[src/rtl/systolic_sequencer.sv]
// Job controller for the 5x5 weight-stationary systolic array: buffers input
// vectors, clears the array, feeds them with diagonal skew and returns results.
module systolic_sequencer #(
  parameter int N          = 5,
  parameter int DW         = 8,
  parameter int OW         = 16,
  parameter int CAP_OFFSET = 5
) (
  input  logic            clk,
  input  logic            clear,
  input  logic            load_valid,
  output logic            load_ready,
  input  logic [N*DW-1:0] load_data,
  input  logic            start,
  output logic            busy,
  output logic            done,
  output logic [N*DW-1:0] arr_data_in,
  output logic            arr_clear,
  input  logic [N*OW-1:0] arr_data_out,
  output logic            res_valid,
  input  logic            res_ready,
  output logic [N*OW-1:0] res_data
);

  localparam int K_LAST = CAP_OFFSET + 2*(N-1);
  localparam int KW     = $clog2(K_LAST + 1);
  localparam int LW     = $clog2(N + 1);
  localparam int RW     = (N > 1) ? $clog2(N) : 1;

  typedef enum logic [1:0] {IDLE, CLR, RUN, OUT} state_t;

  state_t          state, state_next;
  logic [KW-1:0]   k;
  logic [LW-1:0]   load_cnt;
  logic [RW-1:0]   res_cnt;
  logic [N*DW-1:0] vbuf    [N];
  logic [N*OW-1:0] res_buf [N];
  logic [N*DW-1:0] feed;
  int              feed_k;
  logic            load_fire, res_fire, k_last, res_last;

  assign load_fire = (state == IDLE) && load_valid && load_ready;
  assign res_fire  = (state == OUT) && res_valid && res_ready;
  assign k_last    = (k == KW'(K_LAST));
  assign res_last  = (res_cnt == RW'(N-1));

  always_ff @(posedge clk) begin
    if (!clear) state <= IDLE;
    else        state <= state_next;
  end

  always_comb begin
    state_next = state;
    case (state)
      IDLE:    if (start && load_cnt == LW'(N)) state_next = CLR;
      CLR:     state_next = RUN;
      RUN:     if (k_last) state_next = OUT;
      OUT:     if (res_fire && res_last) state_next = IDLE;
      default: state_next = IDLE;
    endcase
  end

  // Feed word for the cycle that follows: row r carries vector (k - r),
  // registered one cycle ahead so the array sees it during cycle k.
  always_comb begin
    feed_k = (state == CLR) ? 0 : int'(k) + 1;
    feed   = '0;
    for (int t = 0; t < N; t++) begin
      for (int r = 0; r < N; r++) begin
        if (t + r == feed_k) feed[r*DW +: DW] = vbuf[t][r*DW +: DW];
      end
    end
  end

  always_ff @(posedge clk) begin
    if (!clear) begin
      load_cnt    <= '0;
      res_cnt     <= '0;
      k           <= '0;
      busy        <= 1'b0;
      done        <= 1'b0;
      res_valid   <= 1'b0;
      load_ready  <= 1'b1;
      arr_data_in <= '0;
      arr_clear   <= 1'b1;
    end else begin
      done <= 1'b0;
      case (state)
        IDLE: begin
          arr_clear   <= 1'b0;
          arr_data_in <= '0;
          busy        <= 1'b0;
          res_valid   <= 1'b0;
          if (state_next == CLR) begin
            arr_clear  <= 1'b1;
            busy       <= 1'b1;
            load_ready <= 1'b0;
          end else if (load_fire) begin
            load_cnt   <= load_cnt + LW'(1);
            load_ready <= ((load_cnt + LW'(1)) < LW'(N));
          end else begin
            load_ready <= (load_cnt < LW'(N));
          end
        end
        CLR: begin
          arr_clear   <= 1'b0;
          arr_data_in <= feed;
          k           <= '0;
        end
        RUN: begin
          if (k_last) begin
            arr_data_in <= '0;
            res_cnt     <= '0;
            res_valid   <= 1'b1;
          end else begin
            k           <= k + KW'(1);
            arr_data_in <= feed;
          end
        end
        OUT: begin
          if (res_fire) begin
            if (res_last) begin
              res_valid  <= 1'b0;
              done       <= 1'b1;
              load_cnt   <= '0;
              load_ready <= 1'b1;
              busy       <= 1'b0;
            end else begin
              res_cnt <= res_cnt + RW'(1);
            end
          end
        end
        default: ;
      endcase
    end
  end

  // Data storage carries no reset; control state decides what is meaningful.
  always_ff @(posedge clk) begin
    if (load_fire) vbuf[load_cnt] <= load_data;
    if (state == RUN) begin
      for (int c = 0; c < N; c++) begin
        for (int t = 0; t < N; t++) begin
          if (CAP_OFFSET + c + t == int'(k))
            res_buf[t][c*OW +: OW] <= arr_data_out[c*OW +: OW];
        end
      end
    end
    if (state == RUN && k_last)             res_data <= res_buf[0];
    else if (res_fire && !res_last)         res_data <= res_buf[res_cnt + RW'(1)];
  end

endmodule

[config.mk]
export PLATFORM = sky130hd
export DESIGN_NAME = systolic_sequencer
export DESIGN_NICKNAME = d
export VERILOG_FILES = /design/src/rtl/systolic_sequencer.sv
export SDC_FILE = /design/constraint.sdc
export NUM_CORES = 1
export LEC_CHECK = 0
export CAP_MARGIN = 25
export CORE_ASPECT_RATIO = 1.5
export CORE_MARGIN = 2
export CORE_UTILIZATION = 52
export DETAILED_ROUTE_END_ITERATION = 7
export MAX_ROUTING_LAYER = met4
export PLACE_DENSITY_LB_ADDON = 0.1
export SKIP_CTS_REPAIR_TIMING = 1
export SYNTH_ARGS = -nofsm -noshare
export SYNTH_HDL_FRONTEND = slang
export SYNTH_SLANG_ARGS = --single-unit
[constraint.sdc]
create_clock -name clk -period 5.85 [get_ports clk]
set_input_delay 0.8775 -clock clk [delete_from_list [all_inputs] [get_ports clk]]
set_output_delay 0.8775 -clock clk [all_outputs]
set_load 0.02 [all_outputs]
==> impl_metrics.env, run 1 <==
export IMPL_status="complete, no violations"
export IMPL_grt_pass1_vias=16000
export IMPL_cts_buffers=68
export IMPL_finalSetupTns_ps=0
export IMPL_core_um2=53500
export IMPL_crit_required_ps=6320
export IMPL_slew_headroom_pct=35.9
export IMPL_clockBufferDepth=3
export IMPL_drt_wl_total_um=62200
export IMPL_syn_avg_cell_area_um2=17.1
export IMPL_finalWorstSetupSlack_ps=2290
export IMPL_synthesis_instances=1640
export IMPL_path_class="register to register"
export IMPL_drv_slew=0
export IMPL_swShare_pct=21.0
export IMPL_end_kind="register"
export IMPL_p_total_mw=10.7
export IMPL_grt_pass1_wl_um=93400
export IMPL_cp_depth=8
export IMPL_dp_hpwl_um=36500
export IMPL_cpMostUsedCell="nand2_1"
export IMPL_power_density_nw_per_um2=319
export IMPL_p_int_mw=8.45
export IMPL_hold_viol_final=0
export IMPL_period_needed_ps=3560
export IMPL_cts_num_sinks=737
export IMPL_ys_flop_type="edfxtp_1"
export IMPL_r2r_start="k[0]"
export IMPL_ys_ff_latch=737
export IMPL_cpPeakStageDelay_ps=740
export IMPL_fin_worst_skew_ps=28.6
export IMPL_synth_cell_type_count=57
export IMPL_ant_nets=0
export IMPL_rsz0062_at_grt="no"
export IMPL_overflow=0
export IMPL_worstSkewPairLatency_ps=600
export IMPL_p_leak_nw=11.2
export IMPL_post_drt_wl_per_cell_um=23.5
export IMPL_seqPwrFrac_pct=56.6
export IMPL_io_buffers=249
export IMPL_io_pin_count=250
export IMPL_die_y_um=289
export IMPL_path_cells="inv_2 -> ha_1 -> nor2b_1 -> nand2_1 -> or3_1 -> o21ai_0 -> nand2_1 -> and3_1"
export IMPL_comb_power_share_pct=5.5
export IMPL_antenna_found_initial=8
export IMPL_synth_area_um2=28100
export IMPL_crit_arrival_ps=4040
export IMPL_worstPathMaxFanout=17
export IMPL_start_util_pct=52.5
export IMPL_yosysTopAreaCellShare_pct=72.7
export IMPL_final_net_count=2038
export IMPL_area_growth_pct=19.4
export IMPL_firstDrtPassIters=5
export IMPL_ys_top_cells_by_area="edfxtp_1 (73%), mux4_2 (6.4%), dfxtp_1 (4.1%), mux2i_1 (3.3%), a21oi_1 (2.6%)"
export IMPL_synth_top_area_cell="edfxtp_1"
export IMPL_ir_worst_vdd_mv=0.292
export IMPL_hold_depth=2
export IMPL_clkPwrFrac_pct=37.9
export IMPL_dieArea_um2=55900
export IMPL_start_kind="register"
export IMPL_worstHoldStart="arr_data_in[19]"
export IMPL_rows=104
export IMPL_maxCapViolations=0
export IMPL_grt_max_degree=165
export IMPL_track_usage_pct=22.9
export IMPL_async_flop_share_pct=0
export IMPL_p_switching_mw=2.25
export IMPL_hold_path_class="register to register"
export IMPL_cp_startpoint="k[0]"
export IMPL_path_clk_slew_ps=60
export IMPL_cts_tree="yes"
export IMPL_synth_warnings=0
export IMPL_place_ws_ps=2160
export IMPL_vias_per_cell=5.76
export IMPL_critPathTopFamily="simple AND/OR/NAND/NOR gates"
export IMPL_tightest_slew_ps=959
export IMPL_synth_nets=1777
export IMPL_gp_congestion=0.794
export IMPL_cp_num_buf_inv=1
export IMPL_slowest_stage="or3_1"
export IMPL_htreeDepth=3
export IMPL_worst_r2r_cell_count=8
export IMPL_vias=15200
export IMPL_drc=0
export IMPL_chipWidth_um=194
export IMPL_yosysSeqAreaShare_pct=76.8
export IMPL_setup_viol_count_final=0
export IMPL_drive_gt1_share_pct=11.9
export IMPL_fmax_mhz=281
export IMPL_root_buffer="clkbuf_16"
export IMPL_drtIter0Drc=765
export IMPL_synth_edf_count=680
export IMPL_min_period_over_period_pct=60.9
-- logic make-up (layout without fill, tap and decap cells) --
kind of cell    after synthesis  count (layout)  synth area share, %
flops                       737             737                 76.8
mux                         183             183                 10.1
simple gates                285             285                 4.30
xor+xnor                      3               3               0.0936
buf+inv                     111             421                 1.58
compound gates              309             309                 6.58
fa+ha+maj                    12              12                0.535
other cells                   0               8                    0
-- per-layer routing --
| layer | GRT usage, % | part of all wire (%) |
|---|---|---|
| met3 | 4.87 | 6.6 |
| met5 | - | 0 |
| met4 | 8.47 | 2.3 |
| met2 | 40.1 | 53 |
| met1 | 26.1 | 38 |
-- flip-flops by register name, summed over array words and instances, names as in the netlist --
| signal | flops |
|---|---|
| res_buf | 400 |
| vbuf | 200 |
| res_data | 80 |
| arr_data_in | 40 |
| k | 4 |
| load_cnt | 3 |
| res_cnt | 3 |
| state | 2 |
| arr_clear | 1 |
| busy | 1 |
| done | 1 |
| load_ready | 1 |
| res_valid | 1 |
-- power by group through the flow --
stage	registers, mW	clock network (mW)	logic [mW]
floorplan	6.17	0	0.303
global placement	6.15	0	0.587
detailed placement	6.16	0	0.598
CTS	6.05	4.15	0.601
global route	6.06	4.34	0.650
finish	6.05	4.05	0.593
-- cells in the final DEF, fill, tap and decap left out, types with 11 or more instances in the layout --
cell type	instances
edfxtp_1	680
clkdlybuf4s50_1	249
nor2_1	148
a21oi_1	144
mux2i_1	92
mux4_2	80
nand2_1	76
clkbuf_16	71
o21ai_0	60
dfxtp_1	55
buf_4	28
clkbuf_1	26
inv_1	19
a221oi_1	17
mux2_2	11
ha_1	11
-- path summary, 6_finish.rpt --
check                     to  slack, ps
min reg2reg  arr_data_in[19]        450
min          arr_data_in[19]        450
max          arr_data_in[26]       2290
max reg2reg  arr_data_in[26]       2290
-- cells in the mapped netlist (3+ instances only) --
cell type	n
edfxtp_1	680
o21a_1	5
mux4_2	80
nand3_1	9
buf_1	5
o32ai_1	6
a22oi_1	10
a31oi_1	10
clkbuf_1	65
nand2_1	77
ha_1	12
a211oi_1	8
mux2i_1	92
inv_1	19
a311oi_1	3
dfxtp_1	57
a2bb2oi_1	5
o31ai_1	8
o21ai_0	60
o31a_1	3
o21ai_1	3
and3_1	10
nor3_1	4
nand2b_1	5
o22ai_1	5
and2_1	4
a21oi_1	145
nor2b_1	6
a221oi_1	17
nand4_1	3
nor2_1	158
buf_2	19
o221ai_1	8
mux2_2	11
-- tightest hold or removal path: stages (launching register included) --
cell	delay (ps)
dfxtp_1	310
nand2_1	50
o21ai_1	50
-- cell type report --
class	count	area (um2)
sequential	737	21600
inverter	21	78.8
multi-input combinational	792	6210
clock buffer	98	1890
clock inverter	21	104
tap	689	862
timing repair buffer	281	2800
fill	3893	20000
antenna	8	20.0
-- per-stage QoR --
stage          cell area [um2]  util [%]  hold WS, ps  instances
4_1_cts                  33500      62.6          449       2638
5_1_grt                  33500      62.7          469       2647
3_3_place_gp             31500      58.8          438       2518
3_5_place_dp             31500      58.9          441       2519
2_1_floorplan            28100         -          449       1640
6_report                 33500      62.7          449       2647
(Power assumes the default switching activity.)
==> run 2: changes to the inputs <==
--- a/config.mk
+++ b/config.mk
@@ -8,7 +8,7 @@
 export CAP_MARGIN = 25
 export CORE_ASPECT_RATIO = 1.5
 export CORE_MARGIN = 2
-export CORE_UTILIZATION = 52
+export CORE_UTILIZATION = 57
 export DETAILED_ROUTE_END_ITERATION = 7
 export MAX_ROUTING_LAYER = met4
 export PLACE_DENSITY_LB_ADDON = 0.1
==> constraint.sdc (replaced) <==
create_clock -name clk -period 3.5 [get_ports clk]
set_input_delay 0.525 -clock clk [delete_from_list [all_inputs] [get_ports clk]]
set_output_delay 0.525 -clock clk [all_outputs]
set_load 0.02 [all_outputs]
==> run 2 against run 1 <==
Register-to-register slack lost 1900 ps. Sequential cell count stayed put. Largest cell class unchanged. Combinational power is 72% higher. Highest routed layer unchanged. Wire length is 2.6% lower.
==> impl_metrics.env, run 2 (synthesis results as in run 1) <==
export IMPL_status="complete, no violations"
export IMPL_fmax_mhz=317
export IMPL_slew_headroom_pct=42.9
export IMPL_worstPathMaxFanout=21
export IMPL_period_needed_ps=3160
export IMPL_final_cells=2633
export IMPL_antenna_found_initial=10
export IMPL_htreeDepth=3
export IMPL_final_net_count=2050
export IMPL_regMostFlops="res_buf"
export IMPL_dieArea_um2=51100
export IMPL_firstDrtPassIters=5
export IMPL_cts_num_sinks=737
export IMPL_maxCapViolations=0
export IMPL_cts_buffers=67
export IMPL_power_density_nw_per_um2=537
export IMPL_drtIter0Drc=1050
export IMPL_rsz0062_at_grt="no"
export IMPL_layout_common_cells="edfxtp_1 (680), clkdlybuf4s50_1 (249), nor2_1 (147), a21oi_1 (144), mux2i_1 (92)"
export IMPL_tightest_slew_ps=856
export IMPL_multiInputGateArea_um2=6220
export IMPL_hold_viol_final=0
export IMPL_area_growth_pct=20.6
export IMPL_drt_wl_total_um=60500
export IMPL_grt_pass1_wl_um=91400
export IMPL_gp_congestion=0.832
export IMPL_cts_tree="yes"
export IMPL_root_buffer="clkbuf_16"
export IMPL_vias=15300
export IMPL_track_usage_pct=24.8
export IMPL_path_class="register to register"
export IMPL_largest_reg_flops=400
export IMPL_fin_worst_skew_ps=11.7
export IMPL_hold_path_class="register to register"
export IMPL_dpl_cell_count=2500
export IMPL_core_um2=48700
export IMPL_post_drt_wl_per_cell_um=23.0
export IMPL_seq_area_um2=21600
export IMPL_setup_viol_count_final=0
export IMPL_start_kind="register"
export IMPL_io_pin_count=250
export IMPL_ir_worst_vdd_mv=0.548
export IMPL_grt_max_degree=163
export IMPL_grt_pass1_vias=16000
export IMPL_start_util_pct=57.7
export IMPL_io_buffers=249
export IMPL_p_leak_nw=11.4
export IMPL_largest_registers="res_buf x400, vbuf x200, res_data x80"
export IMPL_clockBufferDepth=3
export IMPL_hold_ws_ps=468
export IMPL_drc=0
export IMPL_drive_gt1_share_pct=13.0
export IMPL_ant_nets=0
export IMPL_fillCellCount=3208
export IMPL_worstSkewPairLatency_ps=590
export IMPL_finalSetupTns_ps=0
export IMPL_crit_required_ps=3990
export IMPL_min_period_over_period_pct=90.1
export IMPL_overflow=0
export IMPL_dp_hpwl_um=35700
export IMPL_rows=99
export IMPL_path_clk_slew_ps=60
export IMPL_chipWidth_um=185
export IMPL_crit_arrival_ps=3650
export IMPL_vias_per_cell=5.83
export IMPL_die_y_um=276
export IMPL_drv_slew=0
export IMPL_end_kind="register"
export IMPL_final_common_cell="edfxtp_1"
export IMPL_utilization_pct=69.6
[run 2: where the power goes]
part           leakage (nW)  switching (mW)  total, mW  internal, mW
clock network          1.05            3.07       7.05          3.98
registers              6.60           0.122       10.1          10.0
logic                  3.78           0.637       1.02         0.385
[run 2: worst paths after layout]
kind / startpoint / endpoint / slack [ps] / cells after the start
min: arr_data_in[2] / arr_data_in[2] / 470 / 2
max: k[1] / arr_data_in[3] / 340 / 7
max reg2reg: k[1] / arr_data_in[3] / 340 / 7
min reg2reg: arr_data_in[2] / arr_data_in[2] / 470 / 2
[run 2: through the flow]
step	area (um2)	total power, mW	setup slack (ps)
after floorplan	28100	10.8	-79.7
after global placement	31700	11.3	481
after detailed placement	31700	11.3	349
after CTS	33800	18.3	354
after global routing	33900	18.8	106
final	33900	18.2	345
[run 2: per-layer routing]
layer | up-vias | GRT usage (%) | part of all wire [%]
met4 | 0 | 8.46 | 2.4
met2 | 502 | 43.0 | 53
met1 | 7722 | 29.3 | 39
met5 | - | - | 0
li1 | 7015 | - | -
met3 | 109 | 4.22 | 5.6
[run 2: critical path: stages (launching register included)]
cell,delay (ps)
dfxtp_1,460
inv_1,100
ha_1,220
a31oi_1,370
o211a_1,330
and2_1,720
o21ai_1,490
o31ai_1,350
[run 2: layout make-up]
| type | instances | area share [%] |
|---|---|---|
| multi-input combinational | 792 | 18.4 |
| sequential | 737 | 63.7 |
| inverter | 21 | 0.233 |
| antenna | 10 | 0.0739 |
| timing repair buffer | 294 | 8.98 |
| clock buffer | 89 | 5.47 |
| tap | 656 | 2.42 |
| clock inverter | 34 | 0.776 |
==> run 3: changes to the inputs <==
--- a/config.mk
+++ b/config.mk
@@ -8,7 +8,7 @@
 export CAP_MARGIN = 25
 export CORE_ASPECT_RATIO = 1.5
 export CORE_MARGIN = 2
-export CORE_UTILIZATION = 57
+export CORE_UTILIZATION = 52
 export DETAILED_ROUTE_END_ITERATION = 7
 export MAX_ROUTING_LAYER = met4
 export PLACE_DENSITY_LB_ADDON = 0.1
==> constraint.sdc (replaced) <==
create_clock -name clk -period 2.6 [get_ports clk]
set_input_delay 0.39 -clock clk [delete_from_list [all_inputs] [get_ports clk]]
set_output_delay 0.39 -clock clk [all_outputs]
set_load 0.02 [all_outputs]
==> run 3 against run 2 <==
Hold slack got worse by 21 ps. Wire length is 4.1% higher. Design area increased by 1.3%. Critical endpoint unchanged. Non-clock buffer count increased by 28. Register-to-register slack got worse by 230 ps. Cell count increased by 2.0%. Sequential power grew 35%.
==> impl_metrics.env, run 3 (synthesis results as in run 1) <==
export IMPL_status="complete, no violations"
export IMPL_rsz0062_at_grt="no"
export IMPL_period_needed_ps=2480
export IMPL_crit_required_ps=3030
export IMPL_grt_pass1_vias=16300
export IMPL_slew_headroom_pct=40.1
export IMPL_grtUsageMet2_pct=41.4
export IMPL_slowest_stage="o21ai_1"
export IMPL_hold_path_end="vbuf[0][26]"
export IMPL_setup_viol_count_final=0
export IMPL_die_y_um=289
export IMPL_cts_num_sinks=737
export IMPL_worstSkewPairLatency_ps=590
export IMPL_fin_worst_skew_ps=20.5
export IMPL_track_usage_pct=23.2
export IMPL_largest_reg_flops=400
export IMPL_path_clk_slew_ps=60
export IMPL_stdcell_area_um2=34300
export IMPL_overflow=0
export IMPL_layout_common_cells="edfxtp_1 (680), clkdlybuf4s50_1 (249), nor2_1 (148), a21oi_1 (144), mux2i_1 (92)"
export IMPL_chipWidth_um=194
export IMPL_firstDrtPassIters=5
export IMPL_antenna_found_initial=5
export IMPL_root_buffer="clkbuf_16"
export IMPL_cts_tree="yes"
export IMPL_regMostFlops="res_buf"
export IMPL_worst_r2r_cell_count=5
export IMPL_placed_cell_area_um2=32100
export IMPL_met3_usage_pct=4.29
export IMPL_drive_gt1_share_pct=14.6
export IMPL_ir_worst_vdd_mv=0.623
export IMPL_min_period_over_period_pct=95.5
export IMPL_worstPathMaxFanout=10
export IMPL_largest_registers="res_buf x400, vbuf x200, res_data x80"
export IMPL_ant_nets=0
export IMPL_top_usage_layer="met2"
export IMPL_drc=0
export IMPL_crit_arrival_ps=2910
export IMPL_reg2reg_slack_ps=120
export IMPL_post_drt_wl_per_cell_um=23.5
export IMPL_hold_path_class="input pin to register"
export IMPL_io_buffers=249
export IMPL_rows=104
export IMPL_start_util_pct=52.5
export IMPL_clockBufferDepth=3
export IMPL_cts_buffers=67
export IMPL_area_growth_pct=22.2
export IMPL_r2r_start="k[3]"
export IMPL_core_um2=53500
export IMPL_power_density_nw_per_um2=723
export IMPL_final_net_count=2078
export IMPL_cpPeakStageDelay_ps=730
export IMPL_path_cells="a21bo_2 -> and3_1 -> a211o_1 -> o21ai_1 -> o31ai_1"
export IMPL_r2r_end="arr_data_in[3]"
export IMPL_drt_wl_total_um=63000
export IMPL_path_class="register to register"
export IMPL_maxCapViolations=0
export IMPL_p_total_mw=24.8
export IMPL_fmax_mhz=403
export IMPL_drtIter0Drc=893
export IMPL_dieArea_um2=55900
export IMPL_start_kind="register"
export IMPL_gp_congestion=0.851
export IMPL_worstHoldStart="load_data[26]"
export IMPL_io_pin_count=250
export IMPL_end_kind="register"
export IMPL_hold_depth=1
export IMPL_vias_per_cell=5.78
export IMPL_hold_viol_final=0
export IMPL_grt_use_met1_pct=25.9
export IMPL_p_leak_nw=11.6
export IMPL_final_common_cell="edfxtp_1"
export IMPL_grt_pass1_wl_um=94800
export IMPL_vias=15500
export IMPL_drv_slew=0
export IMPL_grt_max_degree=81
export IMPL_htreeDepth=3
export IMPL_dp_hpwl_um=37700
export IMPL_tightest_slew_ps=893
run 3: cell types whose count changed in the layout (fill, tap and decap cells not counted), moves of 4 or more:
| cell | previous run | this run |
|---|---|---|
| buf_4 | 28 | 48 |
| clkinv_1 | 14 | 9 |
| clkinv_2 | 14 | 9 |
| clkinvlp_4 | 0 | 4 |
| buf_12 | 17 | 24 |
| diode_2 | 10 | 6 |
run 3: cell type report:
type | count | area (um2)
Tap cell | 689 | 862
Multi-Input combinational cell | 792 | 6270
Fill cell | 3788 | 19200
Clock inverter | 27 | 264
Inverter | 21 | 78.8
Clock buffer | 91 | 1890
Sequential cell | 737 | 21600
Antenna cell | 6 | 15.0
Timing Repair Buffer | 322 | 3360
run 3: worst max-delay path by stage:
| stage | start | to | depth (start not counted) |
|---|---|---|---|
| detailed placement | k[0] | arr_data_in[35] | 7 |
| CTS | k[0] | arr_data_in[35] | 7 |
| global placement | k[3] | arr_data_in[6] | 5 |
| finish | k[3] | arr_data_in[3] | 5 |
| global route | k[3] | arr_data_in[1] | 5 |
| floorplan | state[1] | vbuf[0][0] | 5 |
run 3: worst max-delay path: cells and delay by family (launching register included):
family | cells | cell delay (ps)
simple gates | 1 | 170
compound gates | 4 | 1620
flops | 1 | 520
run 3: stage by stage:
step	util [%]	hold WS, ps	cells	setup WS (ps)	TNS [ps]
after CTS	64.0	413	2677	95.5	0
after floorplan	-	449	1640	-38.6	-1540
after global routing	64.1	422	2684	15.6	0
final	64.1	447	2685	116	0
after global placement	60.0	447	2559	191	0
after detailed placement	60.0	442	2559	111	0
run 3: layer usage:
layer | wire, um | part of all wire [%] | up-vias
met5 | 0 | 0 | -
met4 | 1730 | 2.7 | 0
met3 | 3440 | 5.5 | 113
met2 | 33800 | 54 | 469
met1 | 24100 | 38 | 7893
li1 | - | - | 7035
run 3: power by group:
part / leakage [nW] / internal [mW] / switching, mW
Clock: 1.05 / 5.60 / 4.10
Combinational: 3.96 / 0.586 / 0.883
Sequential: 6.60 / 13.5 / 0.163
==> edit 1, RTL diff (config.mk and constraints of run 1) <==
Set the parameter `N` to 6 (it was 5).
--- a/src/rtl/systolic_sequencer.sv
+++ b/src/rtl/systolic_sequencer.sv
@@ -1,7 +1,7 @@
 // Job controller for the 5x5 weight-stationary systolic array: buffers input
 // vectors, clears the array, feeds them with diagonal skew and returns results.
 module systolic_sequencer #(
-  parameter int N          = 5,
+  parameter int N          = 6,
   parameter int DW         = 8,
   parameter int OW         = 16,
   parameter int CAP_OFFSET = 5
Interface: changed (resized arr_data_in, arr_data_out, load_data and res_data); port bits go from 250 to 298. No check against the original RTL was run, so the function may have changed too.
==> edit 1 against run 1 <==
- cell count is 44% higher
- final area rose by 41%
- sequential cell count is 288 higher
- setup slack got worse by 0.51 ns
- wire length increased by 56%
- sequential power up 39%
- area after synthesis grew 43%
- power increased by 47%
- critical endpoint is now arr_data_in[41]
- largest power group unchanged
==> edit 1: results (changes against run 1) <==
The number of detailed-route iterations in the first pass came out at 6 (was 5). The routability congestion estimate is 0.874 (was 0.794). The number of cell rows came out at 124 (was 104). Biggest regs: res_buf x576, vbuf x288, res_data x96 (was res_buf x400, vbuf x200, res_data x80). The quantity of I/O buffers inserted on ports came out at 297 (was 249).

The total placed cells including tap cells came out at 3611 (was 2519). The total inserted antenna cells came out at 12 (was 8). The number of violations reported at the end of detailed-routing iteration 0 came to 2001 (was 765). The minimum period implied by the final worst setup slack was 4.07 ns (was 3.56 ns).

The number of enable flip-flop cells after synthesis was 960 (was 680). The design internal power came out at 0.0123 W (was 0.00845 W). The category of cells accounting for the largest share of critical-path delay is buffers and inverters (was simple AND/OR/NAND/NOR gates). The net switching power is 0.00344 W (was 0.00225 W).

The share of final layout cell area taken by clock buffers and inverters is 6.76% (was 5.94%). The worst-case hold slack is 0.461 ns (was 0.449 ns). The number of antenna violations at the first check in global routing was 11 (was 8).

The multi-input combinational gate total is 1227 (was 792). The placed wire-length estimate after detailed placement came to 56.3 mm (was 36.5 mm). The count of cells along the worst register-to-register path came out at 9 (was 8). The post-synth net total is 2584 (was 1777). The maximum number of pins on one net before global-route repair came out at 193 (was 165). The buffer share of cell area came out at 7.22% (was 8.34%). The total global routing track utilization was 25.1% (was 22.9%). The clock latency at the later pin of the worst-skew pair came to 0.65 ns (was 0.60 ns).

The worst supply voltage drop on vdd is 0.347 mV (was 0.292 mV). The highest-delay cell along the critical path is nor2_4 (was or3_1). The clock tree buffer count of the final layout is 120 (was 98). The share of final-layout standard cells stronger than drive strength 1 is 12.0% (was 11.9%). Largest cells by area after synthesis: edfxtp_1, mux4_2, dfxtp_1 (unchanged). The required time of the worst setup path came out at 6.44 ns (was 6.32 ns).

The power attributed to sequential cells is 0.00838 W (was 0.00605 W). The cell area after layout came to 47400 um2 (was 33500 um2). The number of vias after detailed routing came out at 23000 (was 15200). The final wirelength is 97.2 mm (was 62.2 mm). The capture endpoint of the worst hold path is arr_data_in[4] (was arr_data_in[19]).

The total of plain and repair buffers excluding clock buffers came to 339 (was 281). The worst slack after detailed placement came out at 1.88 ns (was 2.16 ns). Synth top cells by count: edfxtp_1, nand2_1, nor2_1 (was edfxtp_1, nor2_1, a21oi_1). The max-slew headroom at the worst pin came out at 30.3% (was 35.9%). The count of fill cells added during filler insertion is 5568 (was 3893). The combined flip-flop and latch cell area was 30100 um2 (was 21600 um2). The global-route wire length before repair is 144 mm (was 93.4 mm).

The number of flip-flops under the largest register name came out at 576 (was 400). The count of flip-flops and latches was 1025 (was 737). The maximum fanout along the worst path is 29 (was 17).

The terminus of the critical flop-to-flop path was arr_data_in[41] (was arr_data_in[26]). The number of library cell types mapped by synthesis is 88 (was 57). The worst-case clock skew is 0.0167 ns (was 0.0286 ns). The placed cell area was 44100 um2 (was 31500 um2). Result of the run: completed (unchanged). The per-cell routed wire length came out at 25.6 um (was 23.5 um).

The power dissipated in combinational cells came out at 0.00107 W (was 0.000593 W). The number of non-clock inverters was 13 (was 21). The leakage component of the power came out at 14.8 nW (was 11.2 nW).
-- edit 1: cell count changes in the layout (fill, tap and decap cells not counted), moves of 16 or more --
cell	run 1	this run
a32oi_1	0	17
clkbuf_16	71	98
a22o_1	0	29
mux4_2	80	96
nand2_1	76	185
nor3_1	4	38
edfxtp_1	680	960
o211ai_1	1	23
clkdlybuf4s50_1	249	297
o21ai_0	60	133
-- edit 1: logic make-up after synthesis --
| kind of cell | count (synthesis) | share of synthesized area (%) |
|---|---|---|
| AOI/OAI and AO/OA | 531 | 8.84 |
| xor gates and xnor gates | 3 | 0.0656 |
| adders and majority gates | 12 | 0.375 |
| buffers and inverters | 171 | 2.07 |
| DFF | 1025 | 75.2 |
| muxes | 200 | 7.99 |
| and+or+nand+nor | 481 | 5.49 |
-- edit 1: routing by layer --
metal	vias up	track usage, %	routed length (um)
met5	-	-	0
met4	0	9.17	2800
met3	215	4.37	6830
met2	991	43.3	50900
met1	11600	29.7	36700
li1	10200	-	-
==> edit 2, RTL diff (flow settings as in run 1) <==
Made on the original files. The 4 states of `state_t` get a Gray code encoding in 2 bits.
--- a/src/rtl/systolic_sequencer.sv
+++ b/src/rtl/systolic_sequencer.sv
@@ -27,7 +27,7 @@
   localparam int LW     = $clog2(N + 1);
   localparam int RW     = (N > 1) ? $clog2(N) : 1;
 
-  typedef enum logic [1:0] {IDLE, CLR, RUN, OUT} state_t;
+  typedef enum logic [1:0] {IDLE = 2'b00, CLR = 2'b01, RUN = 2'b11, OUT = 2'b10} state_t;
 
   state_t          state, state_next;
   logic [KW-1:0]   k;
Function: no difference found for any inputs over 4 cycles, from zero or initial values; so few cycles prove little.
==> edit 2 against run 1 <==
- first-iteration DRC count grew 24%
- final area grew 0.90%
- wire length shrank 0.13%
- hold slack gained 0.015 ns
- sequential cell count is the same
- area after synthesis grew 0.81%
- setup slack gained 0.050 ns
- via count shrank 1.9%
Power is not compared: it rests on default switching activity, and its combinational part moved more than twofold at a synthesized area within 25%.
==> edit 2: results (changes against run 1) <==
Result of the run: completed (unchanged). The arrival time of the worst setup path came to 4.00 ns (was 4.04 ns). The number of violations reported at the end of detailed-routing iteration 0 is 949 (was 765). The count of fill cells added during filler insertion came out at 3863 (was 3893). The number of antenna violations at the first check in global routing is 7 (was 8). The core area is 53700 um2 (was 53500 um2). The placed cell area came out at 31700 um2 (was 31500 um2). The number of global-route vias before repair was 15600 (was 16000). The count of cells along the worst register-to-register path was 7 (was 8).

The combined flip-flop and latch cell area came out at 21600 um2 (about the same). The capture endpoint of the worst hold path is arr_data_in[38] (was arr_data_in[19]). The post-route non-filler standard cell count came to 2599 (was 2647). The number of library cell types mapped by synthesis is 76 (was 57).

The total global routing track utilization came to 22.8% (was 22.9%). The buffer share of cell area is 8.40% (was 8.34%). The count of flip-flops and latches was 737 (unchanged).

The largest stage delay on the critical path is 0.79 ns (was 0.74 ns). Largest cells by area after synthesis: edfxtp_1, mux4_2, dfxtp_1 (unchanged). The startpoint of the lowest-slack hold path is vbuf[4][38] (was arr_data_in[19]). The worst-case clock skew came out at 0.0123 ns (was 0.0286 ns). The placed wire-length estimate after detailed placement is 36.7 mm (was 36.5 mm). The global-route wire length before repair came to 93.3 mm (was 93.4 mm). The max-slew headroom at the worst pin came to 32.8% (was 35.9%). The maximum fanout along the worst path came to 15 (was 17). The share of final layout cell area taken by clock buffers and inverters came out at 6.23% (was 5.94%). The post-synth net total is 1716 (was 1777). The clock buffer count from CTS is 70 (was 68). The final wirelength is 62.1 mm (was 62.2 mm). The routability congestion estimate was 0.802 (was 0.794).

The average footprint of a synthesized cell came out at 17.9 um2 (was 17.1 um2). The average vias per placed instance is 5.76 (about the same). The number of nets at the end of the flow came out at 1989 (was 2038).

The number of non-clock inverters is 24 (was 21). Synth top cells by count: edfxtp_1, nand2_1, o21ai_0 (was edfxtp_1, nor2_1, a21oi_1). The capturing instance or port of the critical path was arr_data_in[19] (was arr_data_in[26]).

The worst slack after detailed placement is 2.25 ns (was 2.16 ns).
-- edit 2: changes by cell type in the layout (fill, tap and decap cells not counted), moves of 17 or more --
cell	before	now
nor2_1	148	53
a21oi_1	144	17
o21ai_0	60	104
a32oi_1	0	17
and2_1	4	21
nand2_1	76	134
-- edit 2: cells by family (layout without fill, tap and decap cells) --
| group | count (synthesis) | count (layout) | share of synthesized area (%) |
|---|---|---|---|
| mux | 186 | 186 | 10.2 |
| flops | 737 | 737 | 76.2 |
| fa+ha+maj | 8 | 8 | 0.354 |
| compound gates | 254 | 254 | 6.25 |
| buf+inv | 105 | 425 | 1.79 |
| simple gates | 289 | 289 | 5.10 |
| other cells | 0 | 7 | 0 |
| xor+xnor | 4 | 4 | 0.190 |
-- edit 2: per-layer routing --
metal	routed length, um	track usage, %	vias up
met1	24300	26.8	7640
met5	0	-	-
met2	33400	40.3	400
met4	1270	7.81	0
li1	-	-	6841
met3	3170	3.67	81
